**config.mk**
```make
export PLATFORM = sky130hd
export DESIGN_NAME = intersection_sequencer
export DESIGN_NICKNAME = d
export VERILOG_FILES = /design/src/rtl/intersection_sequencer.sv
export SDC_FILE = /design/constraint.sdc
export NUM_CORES = 1
export LEC_CHECK = 0
export CAP_MARGIN = 15
export CORE_ASPECT_RATIO = 1.2
export CORE_UTILIZATION = 55
export CTS_BUF_LIST = sky130_fd_sc_hd__clkbuf_16
export DETAILED_ROUTE_END_ITERATION = 12
export GPL_TIMING_DRIVEN = 0
export PLACE_DENSITY = 0.77
export REMOVE_ABC_BUFFERS = 1
export SYNTH_ARGS = -nofsm -noshare
export SYNTH_HDL_FRONTEND = slang
export SYNTH_SLANG_ARGS = --single-unit
```
**constraint.sdc**
```tcl
create_clock -name clk -period 2.5 [get_ports clk]
set_input_delay 0.375 -clock clk [delete_from_list [all_inputs] [get_ports clk]]
set_output_delay 0.375 -clock clk [all_outputs]
set_load 0.03 [all_outputs]
```
**src/rtl/intersection_sequencer.sv**
```systemverilog
// Two-road intersection sequencer with one pedestrian crossing: a prescaler tick drives a
// timed phase FSM, the button is synchronised and edge-detected, lamps decode the phase.
module intersection_sequencer #(
    parameter int unsigned COUNT_TO    = 25_000_000,
    parameter logic [7:0]  T_GREEN     = 8'd10,
    parameter logic [7:0]  T_GREEN_MIN = 8'd4,
    parameter logic [7:0]  T_YELLOW    = 8'd3,
    parameter logic [7:0]  T_ALLRED    = 8'd1,
    parameter logic [7:0]  T_WALK      = 8'd8
) (
    input  logic       clk,
    input  logic       rst,
    input  logic       buton,
    output logic       pulse,
    output logic       rosu_a,
    output logic       galben_a,
    output logic       verde_a,
    output logic       rosu_b,
    output logic       galben_b,
    output logic       verde_b,
    output logic       walk,
    output logic       ped_wait,
    output logic [7:0] remaining,
    output logic [2:0] state
);

    localparam int unsigned      CNT_W     = (COUNT_TO > 1) ? $clog2(COUNT_TO) : 1;
    localparam logic [CNT_W-1:0] CNT_LAST  = CNT_W'(COUNT_TO - 1);
    localparam logic [CNT_W-1:0] CNT_PRE   = CNT_W'(COUNT_TO - 2);
    localparam logic [CNT_W-1:0] CNT_ONE   = CNT_W'(1);
    localparam logic [7:0]       CUT_LIMIT = T_GREEN - T_GREEN_MIN + 8'd1;
    localparam logic             DIR_A     = 1'b0;
    localparam logic             DIR_B     = 1'b1;

    typedef enum logic [2:0] {
        ST_A_GRN = 3'd0,
        ST_A_YEL = 3'd1,
        ST_AR_A  = 3'd2,
        ST_B_GRN = 3'd3,
        ST_B_YEL = 3'd4,
        ST_AR_B  = 3'd5,
        ST_WALK  = 3'd6
    } phase_t;

    logic [CNT_W-1:0] count_r;
    logic             pulse_r;
    logic             sync1_r;
    logic             sync2_r;
    logic             sync3_r;
    logic             fall_s;
    logic             req_r;
    logic             next_dir_r;
    phase_t           state_r;
    phase_t           next_state_s;
    logic [7:0]       remaining_r;
    logic             cut_s;
    logic             advance_s;
    logic             enter_walk_s;
    logic [6:0]       lamps_r;

    function automatic logic [7:0] phase_duration(input phase_t ph);
        case (ph)
            ST_A_GRN, ST_B_GRN: phase_duration = T_GREEN;
            ST_A_YEL, ST_B_YEL: phase_duration = T_YELLOW;
            ST_WALK:            phase_duration = T_WALK;
            default:            phase_duration = T_ALLRED;
        endcase
    endfunction

    // Prescaler; pulse is registered one count early so it is high exactly while count is last.
    always_ff @(posedge clk or negedge rst) begin
        if (!rst) begin
            count_r <= '0;
            pulse_r <= 1'b0;
        end else begin
            if (count_r == CNT_LAST) begin
                count_r <= '0;
            end else begin
                count_r <= count_r + CNT_ONE;
            end
            pulse_r <= (count_r == CNT_PRE);
        end
    end

    // Two-flop synchroniser plus a history flop for falling-edge detection.
    always_ff @(posedge clk or negedge rst) begin
        if (!rst) begin
            sync1_r <= 1'b1;
            sync2_r <= 1'b1;
            sync3_r <= 1'b1;
        end else begin
            sync1_r <= buton;
            sync2_r <= sync1_r;
            sync3_r <= sync2_r;
        end
    end

    assign fall_s = sync3_r & ~sync2_r;

    // Pending request: WALK entry wins over a coincident edge, edges inside WALK are dropped.
    always_ff @(posedge clk or negedge rst) begin
        if (!rst) begin
            req_r <= 1'b0;
        end else if (enter_walk_s) begin
            req_r <= 1'b0;
        end else if (fall_s && (state_r != ST_WALK)) begin
            req_r <= 1'b1;
        end else begin
            req_r <= req_r;
        end
    end

    // Successor phase and whether this tick ends the current phase.
    always_comb begin
        next_state_s = ST_AR_B;
        case (state_r)
            ST_A_GRN: next_state_s = ST_A_YEL;
            ST_A_YEL: next_state_s = ST_AR_A;
            ST_AR_A:  next_state_s = req_r ? ST_WALK : ST_B_GRN;
            ST_B_GRN: next_state_s = ST_B_YEL;
            ST_B_YEL: next_state_s = ST_AR_B;
            ST_AR_B:  next_state_s = req_r ? ST_WALK : ST_A_GRN;
            ST_WALK:  next_state_s = (next_dir_r == DIR_A) ? ST_A_GRN : ST_B_GRN;
            default:  next_state_s = ST_AR_B;
        endcase
        cut_s = ((state_r == ST_A_GRN) || (state_r == ST_B_GRN)) && req_r &&
                (remaining_r <= CUT_LIMIT);
        advance_s    = pulse_r && ((remaining_r <= 8'd1) || cut_s);
        enter_walk_s = advance_s && (next_state_s == ST_WALK);
    end

    // Phase register with its countdown and the direction to resume after WALK.
    always_ff @(posedge clk or negedge rst) begin
        if (!rst) begin
            state_r     <= ST_AR_B;
            remaining_r <= T_ALLRED;
            next_dir_r  <= DIR_A;
        end else if (advance_s) begin
            state_r     <= next_state_s;
            remaining_r <= phase_duration(next_state_s);
            if (next_state_s == ST_WALK) begin
                next_dir_r <= (state_r == ST_AR_A) ? DIR_B : DIR_A;
            end else begin
                next_dir_r <= next_dir_r;
            end
        end else if (pulse_r && (remaining_r > 8'd1)) begin
            remaining_r <= remaining_r - 8'd1;
        end else begin
            remaining_r <= remaining_r;
        end
    end

    // Lamp decode, order {rosu_a, galben_a, verde_a, rosu_b, galben_b, verde_b, walk}.
    always_ff @(posedge clk or negedge rst) begin
        if (!rst) begin
            lamps_r <= 7'b100_100_0;
        end else begin
            case (state_r)
                ST_A_GRN: lamps_r <= 7'b001_100_0;
                ST_A_YEL: lamps_r <= 7'b010_100_0;
                ST_B_GRN: lamps_r <= 7'b100_001_0;
                ST_B_YEL: lamps_r <= 7'b100_010_0;
                ST_WALK:  lamps_r <= 7'b100_100_1;
                default:  lamps_r <= 7'b100_100_0;
            endcase
        end
    end

    assign pulse     = pulse_r;
    assign rosu_a    = lamps_r[6];
    assign galben_a  = lamps_r[5];
    assign verde_a   = lamps_r[4];
    assign rosu_b    = lamps_r[3];
    assign galben_b  = lamps_r[2];
    assign verde_b   = lamps_r[1];
    assign walk      = lamps_r[0];
    assign ped_wait  = req_r;
    assign remaining = remaining_r;
    assign state     = state_r;

endmodule

```
# Word-level counts from Yosys, hierarchy flattened
# Cells that the tools add are included.
# op_classes
addsub	2
order_cmp	3
eq_ne	13
muxes	12
bitwise	2
reduce_logical	15
# ops
op	count
$eq 25x25->1 const B	2
$pmux 7 s5	1
$add 25x1->25 const B	1
$mux 25	1
$pmux 3 s6	1
$mux 8	2
$eq 3x3->1 const B	5
$pmux 4 s3	1
$eq 3x2->1 const B	3
$gt 8x1->1 const B	1
$le 8x1->1 const B	1
$le 8x3->1 const B	1
$sub 8x1->8 const B	1
$eq 3x1->1 const B	2
$logic_and 1x1->1	6
$logic_not 3->1	2
$mux 3	2
$reduce_bool 2->1	2
$reduce_or 2->1	2
$mux 1	3
$ne 3x3->1 const B	1
$logic_or 1x1->1	2
$mux 2	1
$reduce_and 2->1	1
other kinds (2)	2
# totals
ff_bits	49
inputBits	3
out_inout_bits	20
wordCells	57

# Longest topological paths before layout
# Gate-level depths: netlist of run 1.
# depth
ltp_word	8
ltp_mapped	7
ltp_nobuf	6

# Least setup slack after synthesis of run 1
# Ideal clock, no wire load.
# synth_timing
path_kind	reg-to-reg
startpoint	register state_r[1], in the netlist state[1]
endpoint	register state_r[1], in the netlist state[1]
setup_time_ns	0.140
arrival_ns	1.869
required_ns	2.360
setup_slack_ns	0.491
stages_incl_launch_ff	7
n_path_buf	2
period_less_slack_ns	2.009
cell_sequence	dfrtp_1 -> buf_2 -> nor2b_1 -> o41ai_1 -> and2_1 -> buf_2 -> o221ai_1
# synth_via
elab_chain_len	6
elab_cells_between_ends	12
cone_classes	eq/ne: 5; mux: 1; reduce/logical: 6
# synth_rtl
element	line	text
start: declaration	53	phase_t state_r;
start signal: assignment	139	state_r <= next_state_s;
$eq 3x2->1 / $logic_not 3->1 (equally long branches)	116, 126	
$logic_or 1x1->1	126	cut_s = ((state_r == ST_A_GRN) || (state_r == ST_B_GRN)) && req_r &&
$logic_and 1x1->1 (2 in a row)	126	
$logic_or 1x1->1	128	advance_s = pulse_r && ((remaining_r <= 8'd1) || cut_s);
$logic_and 1x1->1	128	
# Several ways; a longest one is shown, not always the timed one.
# A chain may end at the register's enable or synchronous reset.

# Worst setup path after layout of run 1
# layout_timing
startpoint	register state_r[0], in the netlist state[0]
endpoint	register state_r[1], in the netlist state[1]
# Same word-level chain as after synthesis.

==> metrics.csv, run 1 <==
stage;metric;value;unit
outcome;outcome;complete, no violations;
placed_design;PortBufs;22;
power_and_ir_drop;Static Leak;1.233;nW
power_and_ir_drop;sequential power share;51.2;%
synthesis;Yosys reg bits;49;
global_routing;number of global-route vias before repair;1754;
die;Ports;23;
final_layout;fillers;314;
clock_tree;worst skew pair latency;0.29;ns
synthesis;Post-Synthesis Cell Area;0.002395;mm²
synthesis;Synth Flop Type;dfrtp_1;
timing;clock skew;0.009039;ns
power_and_ir_drop;Peak supply drop;0.0003573;V
critical_path;R2R depth;4;
die;core box area;0.004066;mm²
critical_path;Crit path arrival time;2.43;ns
critical_path;largest stage delay on the critical path;0.72;ns
synthesis;leading area contributor after synthesis;dfrtp_1;
route;# DRC;0;
global_routing;All-Layer GR Usage;21.73;%
critical_path;Worst Setup SP;state[0];
power_and_ir_drop;Psw;0.0002896;W
synthesis;Mapped Cells;235;
critical_path;kind of critical path;register to register;
timing;Final Cycle Share;91.40;%
final_layout;share of layout cells above drive strength 1;10.85;%
critical_path;worst r2r src;state[0];
critical_path;Critical Path Sink;state[1];
final_layout;nets@finish;264;
critical_path;Critical Path Fanout Max;14;
route;initial DRC count;70;
route;final WL;4444;µm
timing;final setup vio count;0;
clock_tree;Reg clk slew, reported paths;0.07;ns
synthesis;Seq/Total Area, Yosys;51.62;%
placed_design;DPL Wire Length;3027;µm
worst_hold_path;HP Class;primary input to asynchronous set/reset pin;
timing;Hold Violations, Final;0;
final_layout;area of the multi-input gates;0.001085;mm²
power_and_ir_drop;sw frac;18.58;%
synthesis;Yosys Warn Count;0;
route;Final ANT Viol Nets;0;
die;FP Rows;25;
timing;setup TNS;0;ns
clock_tree;Clock Path Buffers;2;
clock_tree;H-Tree Depth;2;
die;Die Ht;74.29;µm
critical_path;slowest stage cell, crit path;o41ai_1;
clock_tree;CTS root buf;clkbuf_16;
route;vias per inst;5.869;
clock_tree;Num Clock Sinks;49;
final_layout;fin util;69.85;%
power_and_ir_drop;Tot Pwr;0.001559;W
critical_path;Reg2Reg Capture Point;state[1];
critical_path;Critical Path Start Type;register;
global_routing;largest net degree at the start of global routing;35;
timing;worst-margin pin slew;0.7991;ns
clock_tree;hold_buf cts;0;
synthesis;top cell type's share of synthesized area;42.84;%
route;DRT Pass-1 Iters;4;
final_layout;Syn-to-layout area delta;18.60;%
clock_tree;# Post-CTS Setup Buffers;0;
global_routing;first-pass GRT wire length;7728;µm
power_and_ir_drop;Logic pwr share;1.4;%
clock_tree;CTS Buf Count;5;
synthesis;Post-synth EDFFs;0;
placed_design;Final GP Congestion;0.7997;
critical_path;WP buf/inv;0;
power_and_ir_drop;clock share of power;47.4;%
critical_path;critical path required time;2.64;ns
critical_path;critical-path cell list;nor2b_1 -> o41ai_1 -> and2_1 -> o221ai_1;
clock_tree;post-cts repair resize count;0;
timing;min Tclk post-route;2.285;ns
final_layout;most common cell after layout, fill and taps aside;dfrtp_1;
global_routing;Overflow after GRT;0;
critical_path;CP delay by family, top;compound AO/OA/AOI/OAI gates;
timing;Final WS setup;0.2149;ns
critical_path;reg2reg setup slack;0.21;ns
synthesis;Yosys cell types;48;
timing;RSZ-0062 raised after global routing;no;
flow_run;max-cap violations;0;
clock_tree;TritonCTS clock tree;yes;
final_layout;# diodes;0;
route;WL/cell;14.24;µm
die;Initial Util;58.89;%
final_layout;register area;0.001236;mm²
critical_path;Crit. End Element;register;
synthesis;Area contributors post-synth;dfrtp_1, dfstp_2, xnor2_1;
power_and_ir_drop;Int Pwr;0.001269;W
synthesis;FFs w/ async S/R, synth;100.0;%
die;Total Die Area;0.004623;mm²
critical_path;critical path depth in cells;4;
timing;fmax;437.6;MHz
die;Die X;62.24;µm
synthesis;Synth Area per Inst;10.19;µm²
timing;max-slew violations;0;
power_and_ir_drop;Power Density;548.9;mW/mm²
placed_design;DP Worst Slack;0.2106;ns
final_layout;most frequent cells in the layout;dfrtp_1, nor2_1, clkdlybuf4s50_1, nand2_1;
global_routing;antenna violations before repair;0;
route;total number of vias;1831;
timing;Slew headroom;46.03;%
[stage by stage]
| stage | cell area (µm²) | hold WS, ns | instances |
|---|---|---|---|
| 2_1_floorplan | 2357 | 0.07941 | 226 |
| 3_3_place_gp | 2645 | 0.3469 | 302 |
| 3_5_place_dp | 2676 | 0.3115 | 304 |
| 4_1_cts | 2840 | 0.007226 | 312 |
| 5_1_grt | 2840 | 0.02224 | 312 |
| 6_report | 2840 | 0.002650 | 312 |
[metal layers]
metal	up-vias	GRT usage (%)	part of all wire, %
met5	-	0	0
met1	896	24.92	43
li1	880	-	-
met4	0	10.85	2.0
met3	11	3.681	3.2
met2	44	39.93	52
[synthesized netlist by cell type (5+ instances only)]
library cell  instances
nand4_1               5
o21ai_0               6
clkbuf_1              6
nand3_1               9
xor2_1                9
dfrtp_1              41
a21oi_1              10
nor2b_1               5
inv_1                11
nand2_1              16
nor2_1               25
xnor2_1              12
dfstp_2               8
[worst min path at each step]
| stage | start | endpoint | slack, ns | depth (start not counted) |
|---|---|---|---|---|
| final | rst | remaining[2] | 0.003 | 1 |
| after global routing | rst | lamps_r[2] | 0.02 | 1 |
| after CTS | rst | remaining[1] | 0.007 | 1 |
| after detailed placement | rst | ped_wait | 0.31 | 1 |
| after global placement | sync1_r | sync2_r | 0.35 | 0 |
| after floorplan | rst | count_r[0] | 0.08 | 0 |
[sequential cells by signal, indices dropped and copies added (netlist names)]
signal      flops
remaining       8
ped_wait        1
sync3_r         1
pulse           1
sync1_r         1
lamps_r         7
next_dir_r      1
state           3
count_r        25
sync2_r         1
[power groups by stage]
stage | combinational, W | sequential [W] | clock (W)
after global placement | 0.0000192 | 0.000813 | 0
final | 0.0000211 | 0.000798 | 0.000740
after detailed placement | 0.0000223 | 0.000813 | 0
after CTS | 0.0000223 | 0.000798 | 0.000755
after global routing | 0.0000251 | 0.000798 | 0.000787
after floorplan | 0.000000677 | 0.000813 | 0
[area by class of cell]
| type | instances | share of cell area (%) |
|---|---|---|
| Sequential cell | 49 | 43.52 |
| Multi-Input combinational cell | 166 | 38.19 |
| Timing Repair Buffer | 24 | 8.678 |
| Clock buffer | 5 | 4.405 |
| Tap cell | 54 | 2.379 |
| Inverter | 11 | 1.454 |
| Clock inverter | 3 | 1.366 |
[logic make-up after synthesis]
| group | share of synthesized area, % |
|---|---|
| flops | 51.62 |
| xor+xnor | 7.680 |
| fa+ha+maj | 2.090 |
| buf+inv | 3.291 |
| simple gates | 24.50 |
| compound gates | 10.82 |
No activity file was read; power rests on OpenSTA's default activity.
==> inputs of run 2 (changes only) <==
--- a/config.mk
+++ b/config.mk
@@ -6,9 +6,9 @@
 export NUM_CORES = 1
 export LEC_CHECK = 0
 export CAP_MARGIN = 15
-export CORE_ASPECT_RATIO = 1.2
+export CORE_ASPECT_RATIO = 0.75
 export CORE_UTILIZATION = 55
-export CTS_BUF_LIST = sky130_fd_sc_hd__clkbuf_16
+export CTS_BUF_LIST = sky130_fd_sc_hd__clkbuf_8
 export DETAILED_ROUTE_END_ITERATION = 12
 export GPL_TIMING_DRIVEN = 0
 export PLACE_DENSITY = 0.77
==> run 2 against run 1 <==
Against the previous run: global-route usage is 0.63 points higher; sequential share of layout area is 1.5 points higher; fmax is 2.0% lower; sequential power hardly changed; worst hold slack better by 0.0049 ns; clock power is 42% lower; non-clock buffer count is 1 lower; count of clock-buffer cells in the layout stayed put; wire length is 0.11% lower; setup slack worse by 0.046 ns; critical endpoint is now ped_wait; highest routed layer unchanged.
==> metrics.csv, run 2 (synthesis gave the netlist of run 1 again) <==
stage;metric;value;unit
route;WL/cell;14.23;µm
timing;Final Cycle Share;93.24;%
timing;setup TNS;0;ns
placed_design;DPL Wire Length;3107;µm
final_layout;most common cell after layout, fill and taps aside;dfrtp_1;
die;Total Die Area;0.004625;mm²
timing;clock skew;0.01250;ns
route;total number of vias;1786;
route;vias per inst;5.724;
timing;Hold Violations, Final;0;
die;core box area;0.004104;mm²
final_layout;largest register by flop count;count_r;
critical_path;Crit. End Element;register;
power_and_ir_drop;Peak supply drop;0.0003942;V
timing;max-slew violations;0;
flow_run;max-cap violations;0;
global_routing;largest net degree at the start of global routing;32;
route;final WL;4439;µm
critical_path;kind of critical path;register to register;
final_layout;Syn-to-layout area delta;14.73;%
die;Ports;23;
final_layout;Final Instance Count excl. Fillers;312;
timing;Slew headroom;35.64;%
power_and_ir_drop;Static Leak;1.192;nW
clock_tree;# Post-CTS Setup Buffers;0;
clock_tree;CTS Buf Count;5;
global_routing;antenna violations before repair;0;
outcome;outcome;complete, no violations;
timing;fmax;429.0;MHz
final_layout;# diodes;0;
clock_tree;H-Tree Depth;2;
final_layout;share of layout cells above drive strength 1;10.12;%
critical_path;critical path required time;2.67;ns
global_routing;first-pass GRT wire length;7845;µm
die;Initial Util;58.35;%
worst_hold_path;HP Class;primary input to asynchronous set/reset pin;
clock_tree;post-cts repair resize count;0;
placed_design;PortBufs;22;
final_layout;nets@finish;263;
final_layout;most frequent cells in the layout;dfrtp_1, nor2_1, clkdlybuf4s50_1, nand2_1, inv_1;
final_layout;max reg flops;25;
placed_design;dpl cells;304;
die;Die X;78.20;µm
critical_path;Critical Path Fanout Max;14;
route;# DRC;0;
placed_design;Final GP Congestion;0.8196;
die;FP Rows;20;
final_layout;register area;0.001236;mm²
placed_design;DP Worst Slack;0.2026;ns
route;Final ANT Viol Nets;0;
final_layout;area of the multi-input gates;0.001085;mm²
clock_tree;Clock Path Buffers;2;
critical_path;Worst Setup SP;state[0];
clock_tree;Num Clock Sinks;49;
clock_tree;CTS root buf;clkbuf_8;
power_and_ir_drop;Power Density;454.1;mW/mm²
route;DRT Pass-1 Iters;4;
timing;Hold Slack;0.007547;ns
route;initial DRC count;103;
clock_tree;worst skew pair latency;0.30;ns
final_layout;Design Area, Final;0.002748;mm²
clock_tree;TritonCTS clock tree;yes;
critical_path;worst r2r src;state[0];
global_routing;number of global-route vias before repair;1670;
global_routing;All-Layer GR Usage;22.36;%
clock_tree;Reg clk slew, reported paths;0.09;ns
timing;worst-margin pin slew;0.9602;ns
timing;min Tclk post-route;2.331;ns
die;Die Ht;59.15;µm
placed_design;Area after DPL;0.002666;mm²
timing;final setup vio count;0;
clock_tree;hold_buf cts;0;
timing;RSZ-0062 raised after global routing;no;
critical_path;Critical Path Start Type;register;
final_layout;fillers;327;
timing;Final WS setup;0.1691;ns
global_routing;Overflow after GRT;0;
critical_path;Crit path arrival time;2.50;ns
run 2: report_power, final:
group | leakage, nW | internal, W | switching (W)
combinational | 0.510 | 0.00000555 | 0.0000154
sequential | 0.631 | 0.000797 | 0.00000108
clock | 0.0505 | 0.000188 | 0.000241
run 2: cell type report:
class | instances | area share, %
sequential | 49 | 44.99
multi-input combinational | 166 | 39.48
timing repair buffer | 23 | 8.561
clock buffer | 5 | 2.505
tap | 55 | 2.505
inverter | 11 | 1.503
clock inverter | 3 | 0.4554
run 2: path summary, 6_finish.rpt:
kind / end / slack (ns) / cells after the start
max in group asynchronous: sync2_r / 1.90 / 2
min in group clk: sync2_r / 0.36 / 0
min: lamps_r[1] / 0.008 / 1
max: ped_wait / 0.17 / 4
min reg2reg: sync2_r / 0.36 / 0
max reg2reg: ped_wait / 0.17 / 4
run 2: worst max-delay path, cell delays in order, from the launching register on:
cell,delay [ns]
dfstp_2,0.68
nor2b_1,0.10
o41ai_1,0.77
and2_1,0.49
a31oi_1,0.16
run 2: routing by layer:
metal	part of all wire [%]	track usage (%)	vias up
li1	-	-	878
met1	51	32.76	856
met2	44	32.71	45
met3	4.3	4.769	7
met4	1.4	8.730	0
met5	0	0	-
run 2: metrics by stage:
step | utilization, % | power, W
6_report | 66.95 | 0.001248
5_1_grt | 66.95 | 0.001313
4_1_cts | 66.95 | 0.001274
3_5_place_dp | 64.97 | 0.0008357
3_3_place_gp | 64.48 | 0.0008319
2_1_floorplan | - | 0.0008134
==> inputs of run 3 (changes only) <==
--- a/config.mk
+++ b/config.mk
@@ -11,7 +11,7 @@
 export CTS_BUF_LIST = sky130_fd_sc_hd__clkbuf_8
 export DETAILED_ROUTE_END_ITERATION = 12
 export GPL_TIMING_DRIVEN = 0
-export PLACE_DENSITY = 0.77
+export PLACE_DENSITY = 0.78
 export REMOVE_ABC_BUFFERS = 1
 export SYNTH_ARGS = -nofsm -noshare
 export SYNTH_HDL_FRONTEND = slang
==> run 3 against run 2 <==
Against the previous run: total power grew 11%; setup slack gained 0.20 ns; register-to-register slack gained 0.20 ns; highest routed layer unchanged; wire length grew 2.6%; critical path depth grew 1; sequential share of layout area shrank 0.69 points; fmax grew 9.6%; utilization grew 1.0 points; flip-flop and latch count is the same.
==> metrics.csv, run 3 (synthesis gave the netlist of run 1 again) <==
stage;metric;value;unit
route;final WL;4556;µm
timing;worst-margin pin slew;0.9310;ns
global_routing;Overflow after GRT;0;
clock_tree;TritonCTS clock tree;yes;
clock_tree;Num Clock Sinks;49;
route;# DRC;0;
timing;final setup vio count;0;
power_and_ir_drop;Peak supply drop;0.0003923;V
die;Total Die Area;0.004625;mm²
die;FP Rows;20;
die;core box area;0.004104;mm²
placed_design;DPL Wire Length;3282;µm
timing;Hold Violations, Final;0;
placed_design;Final GP Congestion;0.8239;
route;total number of vias;1805;
critical_path;Critical Path Start Type;register;
route;WL/cell;14.60;µm
worst_hold_path;HP Class;primary input to asynchronous set/reset pin;
critical_path;CP delay by family, top;simple AND/OR/NAND/NOR gates;
final_layout;largest register by flop count;count_r;
critical_path;slowest stage cell, crit path;or4_4;
final_layout;Final Instance Count excl. Fillers;312;
placed_design;PortBufs;22;
power_and_ir_drop;Tot Pwr;0.001384;W
final_layout;# diodes;0;
die;Initial Util;58.35;%
route;initial DRC count;149;
timing;fmax;470.1;MHz
timing;Final Cycle Share;85.08;%
clock_tree;# Post-CTS Setup Buffers;0;
critical_path;critical-path cell list;ha_1 -> nand3_1 -> or4_4 -> or4_1 -> a21oi_1;
global_routing;largest net degree at the start of global routing;31;
critical_path;Crit. End Element;register;
timing;max-slew violations;0;
final_layout;Syn-to-layout area delta;16.51;%
route;Final ANT Viol Nets;0;
timing;clock skew;0.008451;ns
timing;Slew headroom;37.59;%
critical_path;kind of critical path;register to register;
global_routing;All-Layer GR Usage;22.23;%
clock_tree;hold_buf cts;0;
power_and_ir_drop;sequential power share;57.6;%
power_and_ir_drop;Power Density;496.0;mW/mm²
outcome;outcome;complete, no violations;
timing;min Tclk post-route;2.127;ns
clock_tree;Clock Path Buffers;2;
power_and_ir_drop;clock share of power;40.9;%
die;Ports;23;
clock_tree;Reg clk slew, reported paths;0.09;ns
die;Die X;78.20;µm
clock_tree;worst skew pair latency;0.29;ns
power_and_ir_drop;Static Leak;1.214;nW
placed_design;dpl cells;304;
final_layout;most frequent cells in the layout;dfrtp_1, nor2_1, clkdlybuf4s50_1, nand2_1;
critical_path;Crit path arrival time;2.35;ns
final_layout;nets@finish;263;
critical_path;Critical Path Fanout Max;6;
route;vias per inst;5.785;
power_and_ir_drop;Psw;0.0002598;W
final_layout;share of layout cells above drive strength 1;10.89;%
final_layout;most common cell after layout, fill and taps aside;dfrtp_1;
global_routing;number of global-route vias before repair;1667;
global_routing;antenna violations before repair;0;
critical_path;R2R depth;5;
power_and_ir_drop;sw frac;18.77;%
flow_run;max-cap violations;0;
clock_tree;H-Tree Depth;2;
critical_path;critical path required time;2.73;ns
timing;RSZ-0062 raised after global routing;no;
critical_path;worst r2r src;count_r[0];
die;Die Ht;59.15;µm
critical_path;Reg2Reg Capture Point;count_r[24];
critical_path;WP buf/inv;0;
final_layout;fillers;318;
final_layout;max reg flops;25;
critical_path;reg2reg setup slack;0.37;ns
power_and_ir_drop;Logic pwr share;1.5;%
clock_tree;CTS Buf Count;5;
route;DRT Pass-1 Iters;4;
critical_path;largest stage delay on the critical path;0.52;ns
clock_tree;CTS root buf;clkbuf_8;
power_and_ir_drop;Int Pwr;0.001124;W
global_routing;first-pass GRT wire length;7866;µm
[run 3: worst reg2reg max path, delay by kind of cell, from the launching register on]
| kind | cells | cell delay (ns) |
|---|---|---|
| flip-flops | 1 | 0.43 |
| AND/OR/NAND/NOR | 3 | 1.24 |
| adder cells (fa/ha/maj) | 1 | 0.24 |
| AO/OA/AOI/OAI | 1 | 0.15 |
[run 3: area by class of cell]
cell class                 instances  area (µm²)  area share [%]
clock buffer                       6       82.58           2.960
clock inverter                     2       33.78           1.211
inverter                          11       41.29           1.480
multi-input combinational        166        1092           39.15
sequential                        49        1236           44.31
tap                               55       68.82           2.466
timing repair buffer              23       235.2           8.430
[run 3: metrics by stage]
stage / utilization, % / setup slack [ns] / hold WS (ns) / area [µm²] / TNS [ns]
floorplan: - / 0.5102 / 0.07941 / 2357 / 0
global placement: 64.48 / -0.2924 / 0.3484 / 2646 / -11.88
detailed placement: 64.97 / 0.2920 / 0.3498 / 2666 / 0
CTS: 67.80 / 0.2908 / 0.03349 / 2783 / 0
global route: 67.99 / 0.2101 / 0.04388 / 2790 / 0
finish: 67.99 / 0.3729 / 0.02550 / 2790 / 0
[run 3: metal layers]
layer	global-route usage (%)	share of wire (%)	wire length [µm]
met1	31.14	50	2270
met2	35.84	45	2059
met3	4.462	4.4	199
met4	6.085	0.59	27
met5	0	0	0
[run 3: what timing repair did]
item | CTS | global route
resized for setup | 0 | 1
endpoints found under the hold margin | 0 | 0
setup endpoints to repair | 0 | 1
[run 3: worst max-delay path by stage]
stage | depth (start not counted) | endpoint | from
5_1_grt | 4 | state[1] | remaining[4]
3_3_place_gp | 1 | count_r[12] | rst
6_report | 5 | count_r[24] | count_r[0]
2_1_floorplan | 4 | state[1] | state[0]
3_5_place_dp | 4 | state[1] | state[0]
4_1_cts | 4 | state[1] | state[0]
[run 3: power by group through the flow]
stage                     Sequential (W)  Combinational (W)  Clock [W]
final                           0.000797          0.0000212   0.000565
after global routing            0.000798          0.0000249   0.000612
after CTS                       0.000797          0.0000226   0.000576
after detailed placement        0.000813          0.0000225          0
after global placement          0.000813          0.0000193          0
after floorplan                 0.000813        0.000000677          0
